<file path="config.mk">
export PLATFORM = sky130hd
export DESIGN_NAME = forward_hazard_unit_flat
export DESIGN_NICKNAME = d
export VERILOG_FILES = /design/src/rtl/forward_hazard_unit_if.sv /design/src/rtl/forward_hazard_unit.sv /design/src/flat_wrapper.sv
export SDC_FILE = /design/constraint.sdc
export NUM_CORES = 1
export LEC_CHECK = 0
export ABC_AREA = 1
export CAP_MARGIN = 30
export CORE_ASPECT_RATIO = 1.4
export CORE_UTILIZATION = 35
export CTS_CLUSTER_SIZE = 14
export DETAILED_ROUTE_END_ITERATION = 8
export PLACE_DENSITY = 0.78
export SLEW_MARGIN = 20
export SYNTH_ARGS = -nofsm -noshare
export SYNTH_HDL_FRONTEND = slang
export SYNTH_SLANG_ARGS = --single-unit
export TNS_END_PERCENT = 30
</file>
<file path="constraint.sdc">
create_clock -name clk -period 1.65 [get_ports clk]
set_clock_uncertainty 0.05 [all_clocks]
set_input_delay 0.33 -clock clk [delete_from_list [all_inputs] [get_ports clk]]
set_output_delay 0.33 -clock clk [all_outputs]
set_load 0.05 [all_outputs]
</file>
<file path="src/rtl/forward_hazard_unit_if.sv">
// Operand-forwarding bus between the decode/execute boundary and forward_hazard_unit.
// The master drives producer/consumer info; the slave (the unit) returns selects and stats.
interface forward_hazard_unit_if #(
    parameter int unsigned REG_NUM_WIDTH = 5,
    parameter int unsigned DEPTH         = 2,
    parameter int unsigned READ_PORTS    = 2
);
    localparam int unsigned SEL_W = $clog2(DEPTH + 1);

    logic                                stall;
    logic                                flush;
    logic [REG_NUM_WIDTH-1:0]            wr_num;
    logic                                wr_en;
    logic                                wr_is_load;
    logic [READ_PORTS*REG_NUM_WIDTH-1:0] rd_num;
    logic [READ_PORTS-1:0]               rd_used;
    logic [READ_PORTS*SEL_W-1:0]         fwd_sel;
    logic                                load_use_stall;
    logic [15:0]                         fwd_count;
    logic [15:0]                         stall_count;

    modport master (
        output stall, flush, wr_num, wr_en, wr_is_load, rd_num, rd_used,
        input  fwd_sel, load_use_stall, fwd_count, stall_count
    );

    modport slave (
        input  stall, flush, wr_num, wr_en, wr_is_load, rd_num, rd_used,
        output fwd_sel, load_use_stall, fwd_count, stall_count
    );
endinterface

</file>
<file path="src/rtl/forward_hazard_unit.sv">
// Register-forwarding select and load-use hazard detection over the last DEPTH writers.
// Optional event counters are built only when FORWARD_STATS_EN is defined.
module forward_hazard_unit #(
    parameter int unsigned REG_NUM_WIDTH = 5,
    parameter int unsigned DEPTH         = 2,
    parameter int unsigned READ_PORTS    = 2,
    localparam int unsigned SEL_W        = $clog2(DEPTH + 1)
) (
    input logic                  clk,
    input logic                  rst_n,
    forward_hazard_unit_if.slave bus
);

    // Index k-1 holds stage k; stage 1 is combinational from the current producer.
    logic [DEPTH-1:0][REG_NUM_WIDTH-1:0] stage_num;
    logic [DEPTH-1:0]                    stage_valid;

    logic                                num1_nonzero;
    logic                                valid1;
    logic [READ_PORTS*SEL_W-1:0]         fwd_sel;
    logic                                load_use_stall;
    logic [REG_NUM_WIDTH-1:0]            rd_cur;
    logic [SEL_W-1:0]                    port_sel;

    assign num1_nonzero = |bus.wr_num;
    assign valid1       = bus.wr_en & ~bus.flush & rst_n & num1_nonzero;

    // is_load only matters while the producer is in stage 1, so it is not carried further.
    if (DEPTH > 1) begin : g_hist
        logic [DEPTH-1:1][REG_NUM_WIDTH-1:0] num_q;
        logic [DEPTH-1:1]                    valid_q;

        always_ff @(posedge clk or negedge rst_n) begin
            if (!rst_n) begin
                num_q   <= '0;
                valid_q <= '0;
            end else if (!bus.stall) begin
                num_q[1]   <= bus.wr_num;
                valid_q[1] <= valid1;
                for (int j = 2; j < int'(DEPTH); j++) begin
                    num_q[j]   <= num_q[j-1];
                    valid_q[j] <= valid_q[j-1];
                end
            end
        end

        assign stage_num   = {num_q, bus.wr_num};
        assign stage_valid = {valid_q, valid1};
    end else begin : g_no_hist
        assign stage_num   = bus.wr_num;
        assign stage_valid = valid1;
    end

    // Scan oldest to youngest so the youngest match overwrites the select.
    always_comb begin
        fwd_sel        = '0;
        load_use_stall = 1'b0;
        rd_cur         = '0;
        port_sel       = '0;
        for (int p = 0; p < int'(READ_PORTS); p++) begin
            rd_cur   = bus.rd_num[p*REG_NUM_WIDTH +: REG_NUM_WIDTH];
            port_sel = '0;
            for (int k = int'(DEPTH); k >= 1; k--) begin
                if (bus.rd_used[p] && stage_valid[k-1] && (stage_num[k-1] == rd_cur) &&
                    (rd_cur != '0)) begin
                    if (k == 1 && bus.wr_is_load) begin
                        load_use_stall = 1'b1;
                    end else begin
                        port_sel = SEL_W'(k);
                    end
                end
            end
            fwd_sel[p*SEL_W +: SEL_W] = port_sel;
        end
    end

    assign bus.fwd_sel        = fwd_sel;
    assign bus.load_use_stall = load_use_stall;

`ifdef FORWARD_STATS_EN
    logic [15:0] fwd_count_q;
    logic [15:0] stall_count_q;

    always_ff @(posedge clk or negedge rst_n) begin
        if (!rst_n) begin
            fwd_count_q   <= '0;
            stall_count_q <= '0;
        end else begin
            if ((|fwd_sel) && !bus.stall && (fwd_count_q != 16'hFFFF)) begin
                fwd_count_q <= fwd_count_q + 16'd1;
            end
            if (load_use_stall && (stall_count_q != 16'hFFFF)) begin
                stall_count_q <= stall_count_q + 16'd1;
            end
        end
    end

    assign bus.fwd_count   = fwd_count_q;
    assign bus.stall_count = stall_count_q;
`else
    assign bus.fwd_count   = '0;
    assign bus.stall_count = '0;
`endif

endmodule

</file>
<file path="src/flat_wrapper.sv">
// flat-port wrapper written by rule: the top's interface ports become plain ports
module forward_hazard_unit_flat 
#(
    parameter int unsigned REG_NUM_WIDTH = 5,
    parameter int unsigned DEPTH         = 2,
    parameter int unsigned READ_PORTS    = 2,
    localparam int unsigned SEL_W        = $clog2(DEPTH + 1)
)
  (clk, rst_n, bus_stall, bus_flush, bus_wr_num, bus_wr_en, bus_wr_is_load, bus_rd_num, bus_rd_used, bus_fwd_sel, bus_load_use_stall, bus_fwd_count, bus_stall_count);
  forward_hazard_unit_if #(.REG_NUM_WIDTH(REG_NUM_WIDTH), .DEPTH(DEPTH), .READ_PORTS(READ_PORTS)) bus_i ();
  input logic clk;
  input logic rst_n;
  input wire logic [$bits(bus_i.stall)-1:0] bus_stall;
  input wire logic [$bits(bus_i.flush)-1:0] bus_flush;
  input wire logic [$bits(bus_i.wr_num)-1:0] bus_wr_num;
  input wire logic [$bits(bus_i.wr_en)-1:0] bus_wr_en;
  input wire logic [$bits(bus_i.wr_is_load)-1:0] bus_wr_is_load;
  input wire logic [$bits(bus_i.rd_num)-1:0] bus_rd_num;
  input wire logic [$bits(bus_i.rd_used)-1:0] bus_rd_used;
  output wire logic [$bits(bus_i.fwd_sel)-1:0] bus_fwd_sel;
  output wire logic [$bits(bus_i.load_use_stall)-1:0] bus_load_use_stall;
  output wire logic [$bits(bus_i.fwd_count)-1:0] bus_fwd_count;
  output wire logic [$bits(bus_i.stall_count)-1:0] bus_stall_count;
  assign bus_i.stall = bus_stall;
  assign bus_i.flush = bus_flush;
  assign bus_i.wr_num = bus_wr_num;
  assign bus_i.wr_en = bus_wr_en;
  assign bus_i.wr_is_load = bus_wr_is_load;
  assign bus_i.rd_num = bus_rd_num;
  assign bus_i.rd_used = bus_rd_used;
  assign bus_fwd_sel = bus_i.fwd_sel;
  assign bus_load_use_stall = bus_i.load_use_stall;
  assign bus_fwd_count = bus_i.fwd_count;
  assign bus_stall_count = bus_i.stall_count;
  forward_hazard_unit #(.REG_NUM_WIDTH(REG_NUM_WIDTH), .DEPTH(DEPTH), .READ_PORTS(READ_PORTS)) u_core (.clk(clk), .rst_n(rst_n), .bus(bus_i));
endmodule
</file>
==> results by group <==
Yosys
  – Synth warn: 0
  – Cell Area, Synth: 922 um2
  – Sequential fraction of the synthesis area: 0.163
  – Post-Syn Instances: 162
  – Top cells by area, synth: buf_4 (26%), nand2_1 (20%), dfrtp_1 (16%)
  – Synth unique cells: 18
  – #FFs+latches synth: 6
  – Mean post-synth cell area: 5.69 um2
  – Top-area cell type share of the netlist area: 0.261
  – Area leader, netlist: buf_4

Global route
  – Largest net degree at the start of global routing: 13
  – Vias in the first global route: 888
  – Total Routing Usage GR: 0.153
  – Initial antenna violation count: 0
  – First-pass GRT wire length: 3330 um
  – Global route total overflow: 0

Cells and area
  – Layout cells sized above 1: 0.240
  – Nets: 229
  – Footprint of the multi-input gates: 582 um2
  – Layout Area Growth over Synthesis: 40.0%
  – Sequential cell area: 150 um2
  – Fin area: 1290 um2
  – Most frequent cells in the layout: nand2_1 (48), conb_1 (32), inv_1 (17)
  – Commonest non-fill, non-tap cell in the layout: nand2_1
  – ANT cells: 0
  – Fill cells: 249

Detailed routing
  – DRT Wirelength: 2050 um
  – Post-DRT Antenna Nets: 0
  – Detailed Route Iter0 Violations: 7
  – Vias: 963
  – DRT Pass-1 Iters: 3
  – Post-DR vias/cell: 4.05
  – Residual DRC count: 0
  – WL/cell: 8.61 um

Floorplan
  – Initial Util: 0.377
  – Die ar.: 2850 um2
  – Core Box Area: 2440 um2
  – Std-Cell Rows: 21
  – I/O pins: 60
  – Die width: 45.4 um
  – Chip height: 62.7 um

STA
  – Fmax: 0.556 GHz
  – Setup WS post-layout: -0.150 ns
  – Unrepaired setup endpoints after global routing: yes
  – Max-slew violation count: 0
  – Final worst path period share: 1.09
  – Min cycle time layout: 1.80 ns
  – Final count of negative-setup-slack endpoints: 6
  – Final Hold Vio Count: 0

Place
  – # port buffers: 27
  – DP Wirelength: 1740 um
  – Gpl congestion: 0.852
  – Placed Area: 1190 um2

Flow run
  – Max-cap violations: 0

Setup path
  – Worst-path fanout max: 4
  – CP required: 1.27 ns
  – Worst Setup Start Kind: input pin
  – Crit. Startpoint: bus_wr_num[1]
  – Crit path max-delay family: buffers and inverters
  – Crit-path slowest cell: dlygate4sd2_1
  – Crit-path most repeated cell: nand2_1
  – Worst-path cell chain: dlygate4sd2_1 > nor2_1 > nand3_1 > nand2_1 > inv_2 > nand4_1 > nand2_1 > inv_1 > buf_6
  – Arr. time, crit path: 1.42 ns
  – CP max stage delay: 0.27 ns
  – WS Path Type: input pin to primary output
  – FF-to-FF Start: u_core.g_hist.num_q[0]
  – Endpoint class of the critical path: primary output
  – Crit path buf inv count: 4

Clock network
  – Worst-path clk slew: 0.04 ns
  – Max Root-Sink Buffers: 2
  – TritonCTS clock tree: built
  – Hold-fix buffers at CTS: 0
  – H-tree depth: 1
  – Total CTS buffers: 3
  – Worst-Skew Late Latency: 0.23 ns
  – Root Buffer: clkbuf_4
  – Clk sinks: 6

Min path
  – Worst Hold Class: input pin to async pin

Power and ir drop
  – Max IR drop VDD: 0.387 mV
  – Tot Pwr: 0.000652 W
  – Cell area power density: 505 nW/um2
  – Leak pwr: 0.739 nW

Status
  – Status: finished with violations
  – Failing checks: negative setup slack
-- worst paths after layout --
kind	endpoint	slack (ns)	cells after the start
min	u_core.g_hist.num_q[0]	0.09	2
min reg2reg	u_core.g_hist.num_q[3]	0.45	2
max	bus_fwd_sel[3]	-0.15	9
max reg2reg	u_core.g_hist.num_q[0]	0.82	3
max in group asynchronous	u_core.g_hist.num_q[2]	1.35	2
min in group clk	u_core.g_hist.num_q[3]	0.45	2
-- layout make-up --
class,count,area share
clock buffer,3,0.0174
inverter,28,0.0814
multi-input combinational,126,0.451
sequential,6,0.116
tap,34,0.0329
timing repair buffer,41,0.301
-- logic make-up after synthesis --
kind of cell | after synthesis | synth area share
simple gates | 79 | 0.354
buf+inv | 61 | 0.379
compound gates | 13 | 0.0814
flops | 6 | 0.163
xor+xnor | 2 | 0.0190
other cells | 1 | 0.00407
-- power by group --
group,leakage [nW],switching [W],internal (W)
registers,0.0744,0.00000915,0.000160
logic,0.651,0.000262,0.0000933
clock network,0.0138,0.0000450,0.0000817
-- metal layers --
metal  track usage  routed length, um
met1         0.167                791
met2         0.275               1140
met3       0.00867                 84
met4        0.0795                 29
met5             0                  0
-- repair_timing --
item,in CTS,in global routing
resized for setup,43,8
pin swaps,10,4
setup buffers,7,0
setup endpoints to repair,5,6
-- through the flow --
step,setup TNS (ns),cells,utilization,setup WS (ns),hold slack (ns)
detailed placement,-2.00,228,0.486,-0.455,0.424
CTS,-0.639,238,0.524,-0.173,0.0862
floorplan,0,193,-,0.0213,-0.0156
global placement,-1.97,228,0.486,-0.436,0.415
finish,-0.600,238,0.528,-0.150,0.0861
global route,-1.23,238,0.528,-0.312,0.0949
-- registers in the layout, summed over array words and instances, names as in the netlist --
register,cells
u_core.g_hist.num_q,5
u_core.g_hist.valid_q,1
-- synthesized netlist by cell type, drive strengths merged --
cell	count
or2	2
buf	32
nor3	2
nand4	2
a21boi	2
o22ai	4
nand3	10
nor2	15
o21ai	6
xor2	2
clkbuf	1
nand2	48
inv	28
conb	1
a21oi	1
dfrtp	6
Note: power is estimated with default switching activity, not from simulation.
